**src/rtl/pc_unit.sv**
```systemverilog
// pc_unit: program-counter unit with an internal next-PC select.
//
// Holds the fetch address and picks the next one from exception vector, hold,
// jump-register, absolute jump, taken branch or sequential increment. A one-cycle
// BOOT state follows reset, and a HALT state parks the PC until Resume or Exc.
//
// Optional feature (macro PC_EPC_EN): adds an exception PC register. Epc captures
// the address at an accepted Exc, and Eret returns the fetch address to Epc.
//
// Ports:
//   Clk            clock, rising edge
//   Clrn           asynchronous active-low reset
//   Stall          hold the PC
//   Halt / Resume  enter / leave the halted state
//   Branch_Taken   take Address_Plus4 + (Branch_Offset << 2)
//   Branch_Offset  sign-extended word offset
//   Jump           absolute jump to {Address_Plus4[top:28], Jump_Index, 2'b00}
//   Jump_Index     26-bit instruction index
//   Jr / Jr_Addr   jump to register (low two bits forced to zero)
//   Exc            exception request, jumps to EXC_VECTOR
//   Eret / Epc     (PC_EPC_EN only) return from exception / saved exception PC
//   Address        registered fetch address
//   Address_Plus4  Address + INC, combinational, for the link path
//   Valid          Address is a real fetch
//   Fault          one-cycle pulse on a misaligned Jr target
module pc_unit #(
  parameter int unsigned      WIDTH        = 32,
  parameter logic [WIDTH-1:0] RESET_VECTOR = WIDTH'(32'h0000_0000),
  parameter logic [WIDTH-1:0] EXC_VECTOR   = WIDTH'(32'h0000_0080),
  parameter int unsigned      INC          = 4
) (
  input  logic             Clk,
  input  logic             Clrn,
  input  logic             Stall,
  input  logic             Halt,
  input  logic             Resume,
  input  logic             Branch_Taken,
  input  logic [WIDTH-1:0] Branch_Offset,
  input  logic             Jump,
  input  logic [25:0]      Jump_Index,
  input  logic             Jr,
  input  logic [WIDTH-1:0] Jr_Addr,
  input  logic             Exc,
`ifdef PC_EPC_EN
  input  logic             Eret,
  output logic [WIDTH-1:0] Epc,
`endif
  output logic [WIDTH-1:0] Address,
  output logic [WIDTH-1:0] Address_Plus4,
  output logic             Valid,
  output logic             Fault
);

  typedef enum logic [1:0] {StBoot, StRun, StHalt} state_e;

  state_e           state_q, state_d;
  logic [WIDTH-1:0] addr_q, addr_d;
  logic             valid_q, valid_d;
  logic             fault_q, fault_d;

  logic [WIDTH-1:0] plus_inc;
  logic [WIDTH-1:0] jr_tgt;
  logic [WIDTH-1:0] jump_tgt;
  logic [WIDTH-1:0] branch_tgt;

  logic             eret_req;
  logic [WIDTH-1:0] epc_val;

  // Candidate targets; all arithmetic wraps modulo 2^WIDTH.
  assign plus_inc   = addr_q + WIDTH'(INC);
  assign jr_tgt     = {Jr_Addr[WIDTH-1:2], 2'b00};
  // Keep the region bits above bit 27 of the incremented PC, splice in the index.
  assign jump_tgt   = ((plus_inc >> 28) << 28) | WIDTH'({Jump_Index, 2'b00});
  assign branch_tgt = plus_inc + (Branch_Offset << 2);

`ifdef PC_EPC_EN
  logic [WIDTH-1:0] epc_q, epc_d;

  // Any accepted exception (RUN or HALT) saves the PC it interrupted.
  always_comb begin
    epc_d = epc_q;
    if (Exc && (state_q != StBoot)) begin
      epc_d = addr_q;
    end
  end

  always_ff @(posedge Clk or negedge Clrn) begin
    if (!Clrn) begin
      epc_q <= '0;
    end else begin
      epc_q <= epc_d;
    end
  end

  assign eret_req = Eret;
  assign epc_val  = epc_q;
  assign Epc      = epc_q;
`else
  assign eret_req = 1'b0;
  assign epc_val  = '0;
`endif

  // State register.
  always_ff @(posedge Clk or negedge Clrn) begin
    if (!Clrn) begin
      state_q <= StBoot;
    end else begin
      state_q <= state_d;
    end
  end

  // Next-state logic. Halt wins over Resume in RUN; Resume wins in HALT.
  always_comb begin
    state_d = state_q;
    case (state_q)
      StBoot: state_d = StRun;
      StRun: begin
        if (!Exc && Halt) begin
          state_d = StHalt;
        end
      end
      StHalt: begin
        if (Exc || Resume) begin
          state_d = StRun;
        end
      end
      default: state_d = StBoot;
    endcase
  end

  // Next address, valid and fault.
  always_comb begin
    addr_d  = addr_q;
    fault_d = 1'b0;
    case (state_q)
      StRun: begin
        if (Exc) begin
          addr_d = EXC_VECTOR;
        end else if (Halt) begin
          addr_d = addr_q;
        end else if (eret_req) begin
          addr_d = epc_val;
        end else if (Stall) begin
          addr_d = addr_q;
        end else if (Jr) begin
          addr_d  = jr_tgt;
          fault_d = |Jr_Addr[1:0];
        end else if (Jump) begin
          addr_d = jump_tgt;
        end else if (Branch_Taken) begin
          addr_d = branch_tgt;
        end else begin
          addr_d = plus_inc;
        end
      end
      StHalt: begin
        if (Exc) begin
          addr_d = EXC_VECTOR;
        end
      end
      default: addr_d = addr_q;
    endcase
    valid_d = (state_d == StRun);
  end

  always_ff @(posedge Clk or negedge Clrn) begin
    if (!Clrn) begin
      addr_q  <= RESET_VECTOR;
      valid_q <= 1'b0;
      fault_q <= 1'b0;
    end else begin
      addr_q  <= addr_d;
      valid_q <= valid_d;
      fault_q <= fault_d;
    end
  end

  assign Address       = addr_q;
  assign Address_Plus4 = plus_inc;
  assign Valid         = valid_q;
  assign Fault         = fault_q;

endmodule

```
**config.mk**
```make
export PLATFORM = sky130hd
export DESIGN_NAME = pc_unit
export DESIGN_NICKNAME = d
export VERILOG_FILES = /design/src/rtl/pc_unit.sv
export SDC_FILE = /design/constraint.sdc
export NUM_CORES = 1
export LEC_CHECK = 0
export ABC_AREA = 1
export CORE_MARGIN = 2
export CORE_UTILIZATION = 45
export CTS_BUF_LIST = sky130_fd_sc_hd__clkbuf_2
export DETAILED_ROUTE_END_ITERATION = 16
export GPL_ROUTABILITY_DRIVEN = 0
export PLACE_DENSITY_LB_ADDON = 0.08
export SLEW_MARGIN = 20
export SYNTH_ARGS = -nofsm -noshare
export SYNTH_HDL_FRONTEND = slang
export SYNTH_SLANG_ARGS = --single-unit
```
**constraint.sdc**
```tcl
create_clock -name Clk -period 3.5 [get_ports Clk]
set_input_delay 0.7 -clock Clk [delete_from_list [all_inputs] [get_ports Clk]]
set_output_delay 0.7 -clock Clk [all_outputs]
set_load 0.01 [all_outputs]
```
==> impl_metrics.json <==
{
  "ys_seq_area_frac": 0.155,
  "hold_viol_final": 0,
  "drive_gt1_frac": 0.0959,
  "vias": 6615,
  "die_area_um2": 13100,
  "routed_wl_um": 18800,
  "fin_nets": 1284,
  "ys_seq_elements": 34,
  "rsz0062_at_grt": "true",
  "area_delta_synth_final_pct": 33.6,
  "setup_viol": 0,
  "reg2regPathDepth": 21,
  "synth_common_cells": "nand2_1, inv_1, nor2_1",
  "rrSetupSlack_ps": 220,
  "cts_hold_buffers": 0,
  "synth.top_cell.area_share": 0.247,
  "crit_type": "flip-flop to flip-flop",
  "clock_latency_ps": 380,
  "fp.dieH_um": 115,
  "ys_async_sr_fraction": 1.00,
  "fmax_mhz": 304,
  "wire_per_inst_um": 14.5,
  "yosysTopAreaCell": "nand2_1",
  "ys_types": 40,
  "crit_required_ps": 3790,
  "yosysMostFrequentCell": "nand2_1",
  "yosys_warnings": 0,
  "power.leakage_nw": 3.70,
  "power.share.switching": 0.514,
  "reg2reg_from": "Address[7]",
  "hp-start": "Address[12]",
  "finalMaxSlewViolations": 0,
  "hold_path.class": "flip-flop to flip-flop",
  "drc_errors": 0,
  "grt_overflow": 0,
  "crit_fanout": 6,
  "tightestPinTransition_ps": 651,
  "switchingPower_mw": 1.48,
  "synth_compound_area_frac": 0.109,
  "synth-adder-area-share": 0.0856,
  "tritoncts": "yes",
  "seqPwrFrac": 0.215,
  "synthMuxAreaShare": 0,
  "r2r-end": "Address[30]",
  "portBuffers": 158,
  "core_region_area_um2": 12000,
  "synth_edf_count": 0,
  "grt_pass1_wl_um": 30000,
  "cts_sinks": 34,
  "post-route-min-period_ps": 3280,
  "start_kind": "flip-flop",
  "synth-simple-area-share": 0.485,
  "fin_worst_skew_ps": 32.7,
  "syn-instance-count": 992,
  "die_w_um": 115,
  "clockBufferDepth": 2,
  "placed_cells": 1286,
  "h-tree-depth": 2,
  "cts.clk_slew.worst_paths_ps": 170,
  "dr.pass1.iters": 7,
  "numCtsBuffers": 5,
  "netlist_area_um2": 5500,
  "ant_nets": 0,
  "cap_violations": 0,
  "num-fill-cells": 1209,
  "p_per_area_nw_per_um2": 393,
  "rows": 40,
  "yosys_most_used_dff": "dfrtp_1",
  "synth-xor-area-share": 0.0398,
  "multiInputGateArea_um2": 4030,
  "worst_setup_path_end_kind": "flip-flop",
  "grt_max_degree": 35,
  "viasPerCell": 5.11,
  "utilization": 0.614,
  "synth.area.top_cells": "nand2_1, dfrtp_1, inv_1, ha_1, nor2_1",
  "io_pins": 165,
  "crit_end": "Address[30]",
  "min_period_over_period": 0.939,
  "first_iter_violations": 514,
  "dpl.hpwl_um": 15800,
  "cp.arrival_ps": 3570,
  "antenna_found_initial": 1,
  "synth_top_family_by_area": "simple AND/OR/NAND/NOR gates",
  "p_int_mw": 1.40,
  "max-vdd-ir-drop_mv": 0.212,
  "pwr-share-clk": 0.057,
  "fin_total_pwr_mw": 2.88,
  "cts-root-buf": "clkbuf_2",
  "stdcell_count": 1295,
  "start_util": 0.459,
  "relSlewSlack": 0.565,
  "grt_pass1_vias": 6076,
  "syn_area_per_cell_um2": 5.54,
  "outcome": "complete, no violations",
  "seqCellArea_um2": 863,
  "grt_use_total": 0.290,
  "critPathLaunch": "Address[7]",
  "combPwrFrac": 0.728
}
placed cells by master, fill, tap and decap left out, drive strengths merged:
cell type / synthesis / layout
a21o: 1 / 1
a21oi: 51 / 51
a22oi: 1 / 1
and2: 4 / 4
buf: 13 / 12
clkbuf: 11 / 5
clkdlybuf4s50: 0 / 158
clkinv: 2 / 3
conb: 1 / 4
dfrtp: 34 / 34
diode: 0 / 1
fa: 1 / 1
ha: 36 / 36
inv: 148 / 148
nand2: 370 / 370
nand3: 69 / 69
nand4: 12 / 12
nor2: 121 / 121
nor3: 26 / 26
nor3b: 1 / 1
nor4: 1 / 1
o211ai: 5 / 5
o21ai: 40 / 40
o21bai: 7 / 7
o221ai: 2 / 2
o22ai: 3 / 3
or2: 7 / 7
xnor2: 8 / 8
xor2: 17 / 17
power by group through the flow:
stage | Sequential [mW] | Combinational, mW | Clock (mW)
6_report | 0.621 | 2.10 | 0.163
5_1_grt | 0.632 | 2.33 | 0.186
4_1_cts | 0.612 | 2.04 | 0.169
3_5_place_dp | 0.619 | 2.03 | 0
3_3_place_gp | 0.619 | 2.02 | 0
2_1_floorplan | 0.622 | 1.21 | 0
kinds of logic after synthesis:
family          count (synthesis)
compound gates                110
xor+xnor                       25
fa+ha+maj                      37
buf+inv                       174
flops                          34
other cells                     1
simple gates                  611
sequential cells by signal, summed over array words and instances, names as in the netlist:
register / cells
Address: 30
Fault: 1
Valid: 1
state_q: 2
worst min-delay path by stage:
stage	endpoint	cells past startpoint
floorplan	Address[10]	0
global placement	Address[12]	2
detailed placement	Address[12]	2
CTS	Address[12]	2
global route	Address[12]	2
finish	Address[12]	2
per-layer routing:
metal	GRT usage	up-vias	routed length [um]
met2	0.467	248	8440
met3	0.0138	25	1200
li1	-	3423	-
met4	0.0911	0	437
met1	0.418	2919	8700
met5	0	-	0
final cells by class:
type / instances / area share
Antenna cell: 1 / 0.000341
Multi-Input combinational cell: 787 / 0.549
Inverter: 150 / 0.0767
Timing Repair Buffer: 170 / 0.228
Sequential cell: 34 / 0.118
Clock buffer: 5 / 0.00341
Clock inverter: 1 / 0.000511
Tap cell: 147 / 0.0250
metrics by stage:
stage / setup TNS [ps] / hold slack [ps] / area, um2 / worst slack [ps]
after floorplan: 0 / 404 / 5510 / 682
after global placement: 0 / 526 / 7220 / 261
final: 0 / 565 / 7340 / 215
after global routing: -20.9 / 598 / 7340 / -20.9
after detailed placement: 0 / 531 / 7220 / 238
after CTS: 0 / 571 / 7250 / 163
what timing repair did:
item                                    CTS  global route
endpoints found under the setup margin    0            14
buffers inserted                          0             2
gates resized for setup                   0            29
worst max-delay path, stage by stage, from the launching register on:
cell,delay (ps)
dfrtp_1,500
nand2_1,160
nor3_4,210
nand2_4,120
nor2_4,120
nand2_1,90
xor2_1,230
inv_1,120
ha_1,390
inv_1,80
nor3_1,250
nand2_1,130
nor3_1,150
nand2_1,130
nand2_1,90
nand2_1,50
nand2_1,50
nand2_1,40
nand2_1,110
nand2_1,60
nand2_1,60
nand2_1,40
Note: power is estimated with default switching activity, not from simulation.
